===== config.mk =====
export PLATFORM = sky130hd
export DESIGN_NAME = shift_operand_pipe
export DESIGN_NICKNAME = d
export VERILOG_FILES = /design/src/rtl/shift_operand_pipe.sv
export SDC_FILE = /design/constraint.sdc
export NUM_CORES = 1
export LEC_CHECK = 0
export CORE_AREA = 2 2 177 179
export CTS_CLUSTER_DIAMETER = 50
export DETAILED_ROUTE_END_ITERATION = 6
export DIE_AREA = 0 0 179 181
export PLACE_DENSITY = 0.64
export REMOVE_ABC_BUFFERS = 1
export SLEW_MARGIN = 30
export SYNTH_ARGS = -nofsm -noshare
export SYNTH_HDL_FRONTEND = slang
export SYNTH_SLANG_ARGS = --single-unit

===== constraint.sdc =====
create_clock -name clk -period 2.3 [get_ports clk]
set_clock_uncertainty 0.2 [all_clocks]
set_input_delay 0.46 -clock clk [delete_from_list [all_inputs] [get_ports clk]]
set_output_delay 0.46 -clock clk [all_outputs]
set_load 0.05 [all_outputs]

===== src/rtl/shift_operand_pipe.sv =====
// Pipelined shifter-operand unit: LSL/LSR/ASR/ROR/RRX/rotated-immediate with carry-out,
// computed at the input and carried through an elastic valid/ready register chain.
module shift_operand_pipe #(
  parameter int XLEN  = 32,
  parameter int AMT_W = 8,
  parameter int PIPE  = 2
) (
  input  logic             clk,
  input  logic             rst_n,
  input  logic             flush,
  input  logic             in_valid,
  output logic             in_ready,
  input  logic [XLEN-1:0]  in_data,
  input  logic [AMT_W-1:0] in_amt,
  input  logic [2:0]       in_mode,
  input  logic             in_carry,
  output logic             out_valid,
  input  logic             out_ready,
  output logic [XLEN-1:0]  out_data,
  output logic             out_carry,
  output logic             busy
);

  typedef enum logic [2:0] {
    M_LSL   = 3'd0,
    M_LSR   = 3'd1,
    M_ASR   = 3'd2,
    M_ROR   = 3'd3,
    M_RRX   = 3'd4,
    M_IMM   = 3'd5,
    M_PASS6 = 3'd6,
    M_PASS7 = 3'd7
  } mode_e;

  function automatic logic [XLEN-1:0] rotr(input logic [XLEN-1:0] v, input int unsigned r);
    logic [2*XLEN-1:0] w;
    w = {v, v} >> r;
    return w[XLEN-1:0];
  endfunction

  logic [XLEN-1:0] res_data;
  logic            res_carry;
  logic [XLEN:0]   wide;
  int unsigned     n_amt;
  int unsigned     rot;

  // NOTE: every always_comb output gets a default first so no path can infer a latch.
  always_comb begin
    res_data  = in_data;
    res_carry = in_carry;
    wide      = '0;
    rot       = 0;
    n_amt     = 32'(in_amt);
    case (mode_e'(in_mode))
      // The extra bit beside the datapath catches the last bit shifted out,
      // which gives the ARM amount>=XLEN carry rules for free.
      M_LSL: if (n_amt != 0) begin
        wide      = {1'b0, in_data} << n_amt;
        res_data  = wide[XLEN-1:0];
        res_carry = wide[XLEN];
      end
      M_LSR: if (n_amt != 0) begin
        wide      = {in_data, 1'b0} >> n_amt;
        res_data  = wide[XLEN:1];
        res_carry = wide[0];
      end
      M_ASR: if (n_amt != 0) begin
        wide      = $signed({in_data, 1'b0}) >>> n_amt;
        res_data  = wide[XLEN:1];
        res_carry = wide[0];
      end
      M_ROR: if (n_amt != 0) begin
        rot       = n_amt % XLEN;
        res_data  = rotr(in_data, rot);
        res_carry = res_data[XLEN-1];
      end
      M_RRX: begin
        res_data  = {in_carry, in_data[XLEN-1:1]};
        res_carry = in_data[0];
      end
      M_IMM: begin
        rot      = 32'({in_amt[3:0], 1'b0}) % XLEN;
        res_data = rotr(XLEN'(in_data[7:0]), rot);
        if (in_amt[3:0] != 4'd0) res_carry = res_data[XLEN-1];
      end
      default: ;
    endcase
  end

  logic [PIPE-1:0] stg_valid;
  logic [PIPE-1:0] stg_carry;
  logic [PIPE-1:0] stg_rdy;
  logic [XLEN-1:0] stg_data [PIPE];
  logic            rdy_acc;

  // Stage k may load when it, or any stage downstream of it, is empty, or the sink accepts.
  always_comb begin
    stg_rdy = '0;
    rdy_acc = out_ready;
    for (int k = PIPE - 1; k >= 0; k--) begin
      rdy_acc    = rdy_acc | ~stg_valid[k];
      stg_rdy[k] = rdy_acc;
    end
  end

  assign in_ready  = !flush && stg_rdy[0];
  assign out_valid = stg_valid[PIPE-1];
  assign out_data  = stg_data[PIPE-1];
  assign out_carry = stg_carry[PIPE-1];
  assign busy      = |stg_valid;

  // NOTE: sequential state uses non-blocking assignments only, so stage-to-stage
  // moves all see pre-edge values regardless of statement order.
  always_ff @(posedge clk or negedge rst_n) begin
    if (!rst_n) begin
      stg_valid <= '0;
      stg_carry <= '0;
      // NOTE: the data registers are reset too because out_data must read 0 in reset;
      // a plain datapath array would normally be left unreset.
      for (int k = 0; k < PIPE; k++) stg_data[k] <= '0;
    end else if (flush) begin
      stg_valid <= '0;
    end else begin
      if (stg_rdy[0]) begin
        stg_valid[0] <= in_valid;
        if (in_valid) begin
          stg_data[0]  <= res_data;
          stg_carry[0] <= res_carry;
        end
      end
      for (int k = 1; k < PIPE; k++) begin
        if (stg_rdy[k]) begin
          stg_valid[k] <= stg_valid[k-1];
          if (stg_valid[k-1]) begin
            stg_data[k]  <= stg_data[k-1];
            stg_carry[k] <= stg_carry[k-1];
          end
        end
      end
    end
  end

endmodule

==> flow_metrics.py <==
metrics = {
    "worst_setup_path": {
        "rr_startpoint": "stg_valid[1]",
        "path_class": "reg -> reg",
        "critPathMaxFanout": 5,
        "crit_arrival_ns": 2.65,
        "cp.required_ns": 2.35,
        "setup.worst_path.start": "stg_valid[1]",
        "worstSetupStartpointType": "flip-flop",
        "critical_path.endpoint_type": "flip-flop",
    },
    "placed_design": {
        "globalplace.congestion": 1.108,
        "hpwl_um": 58550,
        "dpl.cell_count": 2114,
        "dp_slack_ns": -1.208,
        "io_buffers": 84,
    },
    "floorplanning": {
        "start_util": 0.3491,
        "core_area_um2": 30350,
        "chipHeight_um": 181,
        "ioPinCount": 85,
        "die_area_um2": 32400,
        "core.rowCount": 64,
        "die_x_um": 179,
    },
    "cts": {
        "cts_max_level": 3,
        "cts.sinks": 68,
        "cts_tree": "yes",
        "clk_pin_slew_ns": 0.07,
        "root_buffer": "clkbuf_16",
        "clkLatencyLatePin_ns": 0.36,
        "numCtsBuffers": 9,
        "cts_buffer_depth": 2,
    },
    "routing": {
        "drc": 0,
        "drt_iter0_markers": 2328,
        "highest_layer": "met4",
        "post_drt_via_cell_ratio": 6.790,
        "wl_per_cell_um": 34.54,
        "ant_nets": 0,
        "wl_met3_um": 10610,
        "dr.pass1.iters": 6,
        "wl_um": 78270,
        "vias": 15390,
        "met1Wirelength_um": 28480,
        "wl_met2_um": 31920,
    },
    "pwr": {
        "cellPowerDensity_nw_per_um2": 458.4,
        "combPwrFrac": 0.620,
        "clockPowerShare": 0.191,
        "ir_worst_vdd_uv": 404.0,
        "power.total_mw": 8.841,
        "p_seq_frac": 0.189,
        "power.internal_mw": 4.971,
        "p_sw_frac": 0.4377,
        "p_switching_mw": 3.870,
        "p_leak_nw": 8.077,
    },
    "yosys": {
        "syn_area_um2": 10590,
        "ys_warn_count": 0,
        "synth_ff_type": "dfrtp_1",
        "synth_edf_count": 0,
        "avgSynthCellArea_um2": 8.296,
        "synth_seq_cells": 68,
        "synth_cell_types": 90,
        "netlist_instances": 1277,
        "synth_seq_area_share": 0.1606,
        "async_flop_share": 1.000,
    },
    "sta": {
        "tightest_slew_ns": 0.5718,
        "slew_headroom": 0.6113,
        "setup_slack_ns": -0.3005,
        "fin_crit_ns": 2.600,
        "rsz0062_at_grt": "true",
        "period_share": 1.131,
        "drv_slew": 0,
        "timing.fmax_ghz": 0.3845,
        "setup_violations": 33,
        "hold_viol_final": 0,
    },
    "grt": {
        "grt_use_total": 0.4745,
        "antenna_found_initial": 0,
        "overflow": 0,
        "grt_pass1_vias": 14800,
        "grt_pass1_wl_um": 108600,
        "grt_start_max_net_pins": 42,
    },
    "final_layout": {
        "fin_cells": 2266,
        "diodes": 0,
        "drive_above_1_share": 0.6064,
        "area_growth_pct": 82.05,
        "fin_nets": 1914,
    },
    "hold_path": {
        "min_path_type": "reg -> reg",
        "hp-start": "stg_data[53]",
    },
    "flow_run": {
        "maxCapViolations": 0,
    },
    "run_status": {
        "violations": "negative setup slack",
        "status": "finished with violations",
    },
}
[cell usage after synthesis, types with 8 or more instances]
cell / count / area, um^2
o211ai_1: 19 / 142.6
a221o_1: 13 / 130.1
nor4_1: 11 / 68.82
o21a_1: 8 / 60.06
a211o_1: 11 / 96.34
nor2b_1: 11 / 68.82
and3_1: 8 / 50.05
inv_1: 9 / 33.78
dfrtp_1: 68 / 1702
buf_1: 16 / 60.06
or3_1: 10 / 62.56
clkbuf_1: 91 / 341.6
o221ai_1: 18 / 157.7
nand2_1: 96 / 360.4
nand3_1: 27 / 135.1
nand2b_1: 14 / 87.58
or2_2: 8 / 50.05
buf_6: 8 / 90.09
mux2i_1: 74 / 740.7
a211oi_1: 23 / 172.7
o32ai_1: 8 / 70.07
buf_2: 31 / 155.2
a22oi_1: 13 / 97.59
a31oi_1: 25 / 156.4
o21ai_1: 16 / 80.08
a21oi_1: 80 / 400.4
nor2_1: 114 / 427.9
and2_1: 8 / 50.05
buf_4: 39 / 292.8
nor3_1: 40 / 200.2
o22ai_1: 23 / 143.9
a221oi_1: 20 / 175.2
mux2_2: 64 / 720.7
o21ai_0: 64 / 320.3
mux4_2: 72 / 1622
[final cells by class]
class,instances,area (um^2)
Sequential cell,68,1702
Inverter,13,52.55
Tap cell,396,495.5
Fill cell,2584,11060
Clock buffer,10,229.0
Clock inverter,6,112.6
Multi-Input combinational cell,1009,9637
Timing Repair Buffer,764,7058
[registers in the layout, indices dropped and copies added, names as in the netlist]
signal / flops
out_data: 32
stg_carry: 2
stg_valid: 2
stg_data: 32
[kinds of logic after synthesis]
logic type / Yosys count / synth area share
buffers and inverters: 200 / 0.09708
AO/OA/AOI/OAI: 418 / 0.2739
multiplexers: 215 / 0.2983
AND/OR/NAND/NOR: 376 / 0.1701
flip-flops: 68 / 0.1606
[power groups by stage]
stage	clock network (mW)	logic [mW]	registers (mW)
2_1_floorplan	0	1.32	2.29
3_3_place_gp	0	4.41	1.67
3_5_place_dp	0	4.41	1.69
4_1_cts	1.71	5.11	1.66
5_1_grt	1.76	5.60	1.71
6_report	1.69	5.48	1.67
[layer usage]
layer  vias to the layer above  track usage
li1                       6152            -
met3                       390       0.1439
met1                      7463       0.6083
met5                         -            0
met4                         0       0.3151
met2                      1381       0.6817
[placed cells by master (no fill, tap or decap), types with 12 or more instances in the layout]
cell,n
a221oi_2,12
nand2b_1,13
mux2i_4,14
dfrtp_1,68
mux2i_1,57
a21oi_1,60
a221o_1,13
nor2_1,92
buf_8,12
buf_6,118
o22ai_1,14
buf_4,513
nor3_1,29
a211oi_2,13
o21ai_1,23
o21ai_0,39
nand3_1,20
a31oi_1,18
mux2_2,48
o211ai_1,19
nand2_1,83
buf_12,37
buf_2,25
nor2_2,14
o21ai_2,17
a21oi_4,13
clkdlybuf4s50_1,30
mux2_4,19
mux4_2,72
[path summary, 6_finish.rpt]
check,depth (start not counted),endpoint,slack (ns)
hold / removal,1,stg_data[53],0.29
hold reg to reg,1,stg_data[53],0.29
setup / recovery,8,stg_data[56],-0.30
min in group asynchronous,2,stg_data[45],0.40
max in group asynchronous,3,out_data[24],0.88
setup reg to reg,8,stg_data[56],-0.30
[what timing repair did]
item,CTS,global route
hold endpoints to repair,27,0
setup endpoints to repair,34,35
gates resized for setup,568,122
buffers inserted,106,22
gates cloned,13,2
pin swaps,133,74
hold buffers,1,0
[worst max-delay path: stages (launching register included)]
cell      delay [ns]
dfrtp_1         0.37
and3b_1         0.19
or3b_4          0.49
buf_12          0.19
a221o_1         0.31
a21oi_4         0.19
o311a_1         0.19
o211ai_1        0.10
o221a_1         0.24
[stage by stage]
stage,cell area (um^2),setup TNS (ns),hold slack [ns],utilization
after floorplan,9614,-96.28,-0.03559,-
final,19290,-6.230,0.2893,0.6355
after global routing,19290,-7.489,0.3217,0.6355
after global placement,15340,-32.86,0.2240,0.5054
after CTS,18530,-4.768,0.2968,0.6106
after detailed placement,15340,-33.43,0.2246,0.5054
(Power assumes the default switching activity.)
==> variant (same flow settings) <==
Change the parameter `AMT_W` from 8 to 12.
--- a/src/rtl/shift_operand_pipe.sv
+++ b/src/rtl/shift_operand_pipe.sv
@@ -3,5 +3,5 @@
 module shift_operand_pipe #(
   parameter int XLEN  = 32,
-  parameter int AMT_W = 8,
+  parameter int AMT_W = 12,
   parameter int PIPE  = 2
 ) (
Interface: changed (resized in_amt); port bits go from 85 to 89. No check against the original RTL was run, so the function may have changed too.
==> variant against the original RTL <==
The flow still finishes with violations (negative setup slack). Sequential cell count did not move. First-iteration DRC count rose by 20%. Synthesized area grew 2.1%. Power up 1.8%. Routed wire length rose by 9.9%. Final area grew 4.4%. Setup slack worse by 25 ps. Largest cell class unchanged.
==> variant: results <==
metrics = {
    "outcome": {
        "status": "complete, but fails checks",
        "violations": "negative setup slack",
    },
    "grt": {
        "grt_use_total_pct": 50.2,
        "grt_max_degree": 37,
        "first_global_vias": 15714,
        "grt_pass1_wl_um": 115000,
        "antenna_found_initial": 4,
    },
    "power": {
        "irDropWorstVdd_mv": 0.396,
        "p_leak_nw": 8.52,
    },
    "drt": {
        "dr.first_iter.drc_count": 2791,
        "routed_via_density": 7.04,
        "wl_um": 86000,
        "first_pass_iters": 7,
    },
    "worst_setup_path": {
        "worstPathArrival_ps": 2670,
        "reg2reg_slack_ps": -270,
        "crit_slowest_cell": "or4b_4",
        "critPathMaxStageDelay_ps": 560,
        "path_max_fanout": 8,
    },
    "sta": {
        "finalWorstSetupSlack_ps": -326,
        "setup_viol": 33,
    },
    "worst_hold_path": {
        "worstHoldStart": "out_data[23]$_DFFE_PN0P_",
    },
    "synth": {
        "synthTopCellsByArea": "dfrtp_1, mux4_2, mux2i_1",
        "netlist_instances": 1366,
        "synthDistinctLibCells": 91,
        "seq_area_frac_synth_pct": 15.7,
        "synthTopCellsByCount": "nand2_1, nor2_1, a21oi_1",
    },
    "placement": {
        "gp_congestion": 1.15,
        "portBuffers": 88,
        "dp_cells": 2288,
    },
    "cells_and_area": {
        "stdcell_count": 2419,
        "nNetsFinal": 2069,
    },
}
## variant: cell types whose count changed after synthesis, sizes merged, moves of 8 or more
cell	change
a21oi	+17
mux4	-8
nand2	+46
nand4	+9
nor2	+28
o31ai	+8
## variant: through the flow
step	instance area [um^2]	hold slack, ps	worst slack [ps]	TNS, ps
after floorplan	9810	-35.6	-1710	-94550
after global placement	16200	154	-1640	-35470
after detailed placement	16200	170	-1670	-35590
after CTS	18900	309	-298	-4760
after global routing	20100	322	-366	-7920
final	20100	308	-326	-6820
## variant: repair_timing
item / in CTS / in global routing
endpoints found under the setup margin: 34 / 33
buffers inserted: 77 / 46
pin swaps: 134 / 114
gates resized for setup: 524 / 242
hold buffers: 1 / 0
endpoints found under the hold margin: 16 / 0
cloned: 7 / 3
## variant: worst register-to-register path, stage by stage, from the launching register on
cell and delay (ps):
dfrtp_1 390, and3b_2 230, buf_6 130, nor3b_4 300
nand2_2 110, buf_12 170, a2111oi_4 370, buf_4 210
nand4_1 100, nor4_2 170, nor2_1 70
## variant: layout make-up
type | instances | area share, %
multi-input combinational | 1091 | 49.5
timing repair buffer | 827 | 37.5
sequential | 68 | 8.45
tap | 396 | 2.46
clock buffer | 10 | 1.14
clock inverter | 6 | 0.553
inverter | 19 | 0.373
antenna | 2 | 0.0249
## variant: cell families after synthesis
logic type | count (synthesis) | share of synthesized area, %
simple gates | 453 | 20.0
mux | 197 | 26.6
compound gates | 441 | 27.7
flops | 68 | 15.7
buf+inv | 207 | 9.96
## variant: worst max path at each step
stage                             startpoint                  endpoint  slack, ps  depth (start not counted)
finish                             in_amt[2]  stg_data[32]$_DFFE_PN0P_       -330                         10
global route                       in_amt[1]  stg_carry[0]$_DFFE_PN0P_       -370                         10
CTS                                in_amt[6]  stg_data[36]$_DFFE_PN0P_       -300                         10
detailed placement                 in_amt[9]  stg_data[52]$_DFFE_PN0P_      -1670                         10
global placement                   in_amt[9]  stg_data[52]$_DFFE_PN0P_      -1640                         10
floorplan           stg_valid[1]$_DFFE_PN0P_   out_data[0]$_DFFE_PN0P_      -1710                          3
## variant: routing by layer
metal	vias up	GRT usage (%)	routed length, um
met4	8	32.3	8690
met5	-	1.23	103
met1	8100	62.3	30000
met2	1740	71.6	34300
li1	6554	-	-
met3	623	19.8	13000
## variant: power breakdown
| part | internal [W] | switching (W) |
|---|---|---|
| clock | 0.00106 | 0.000685 |
| sequential | 0.00148 | 0.000184 |
| combinational | 0.00242 | 0.00316 |
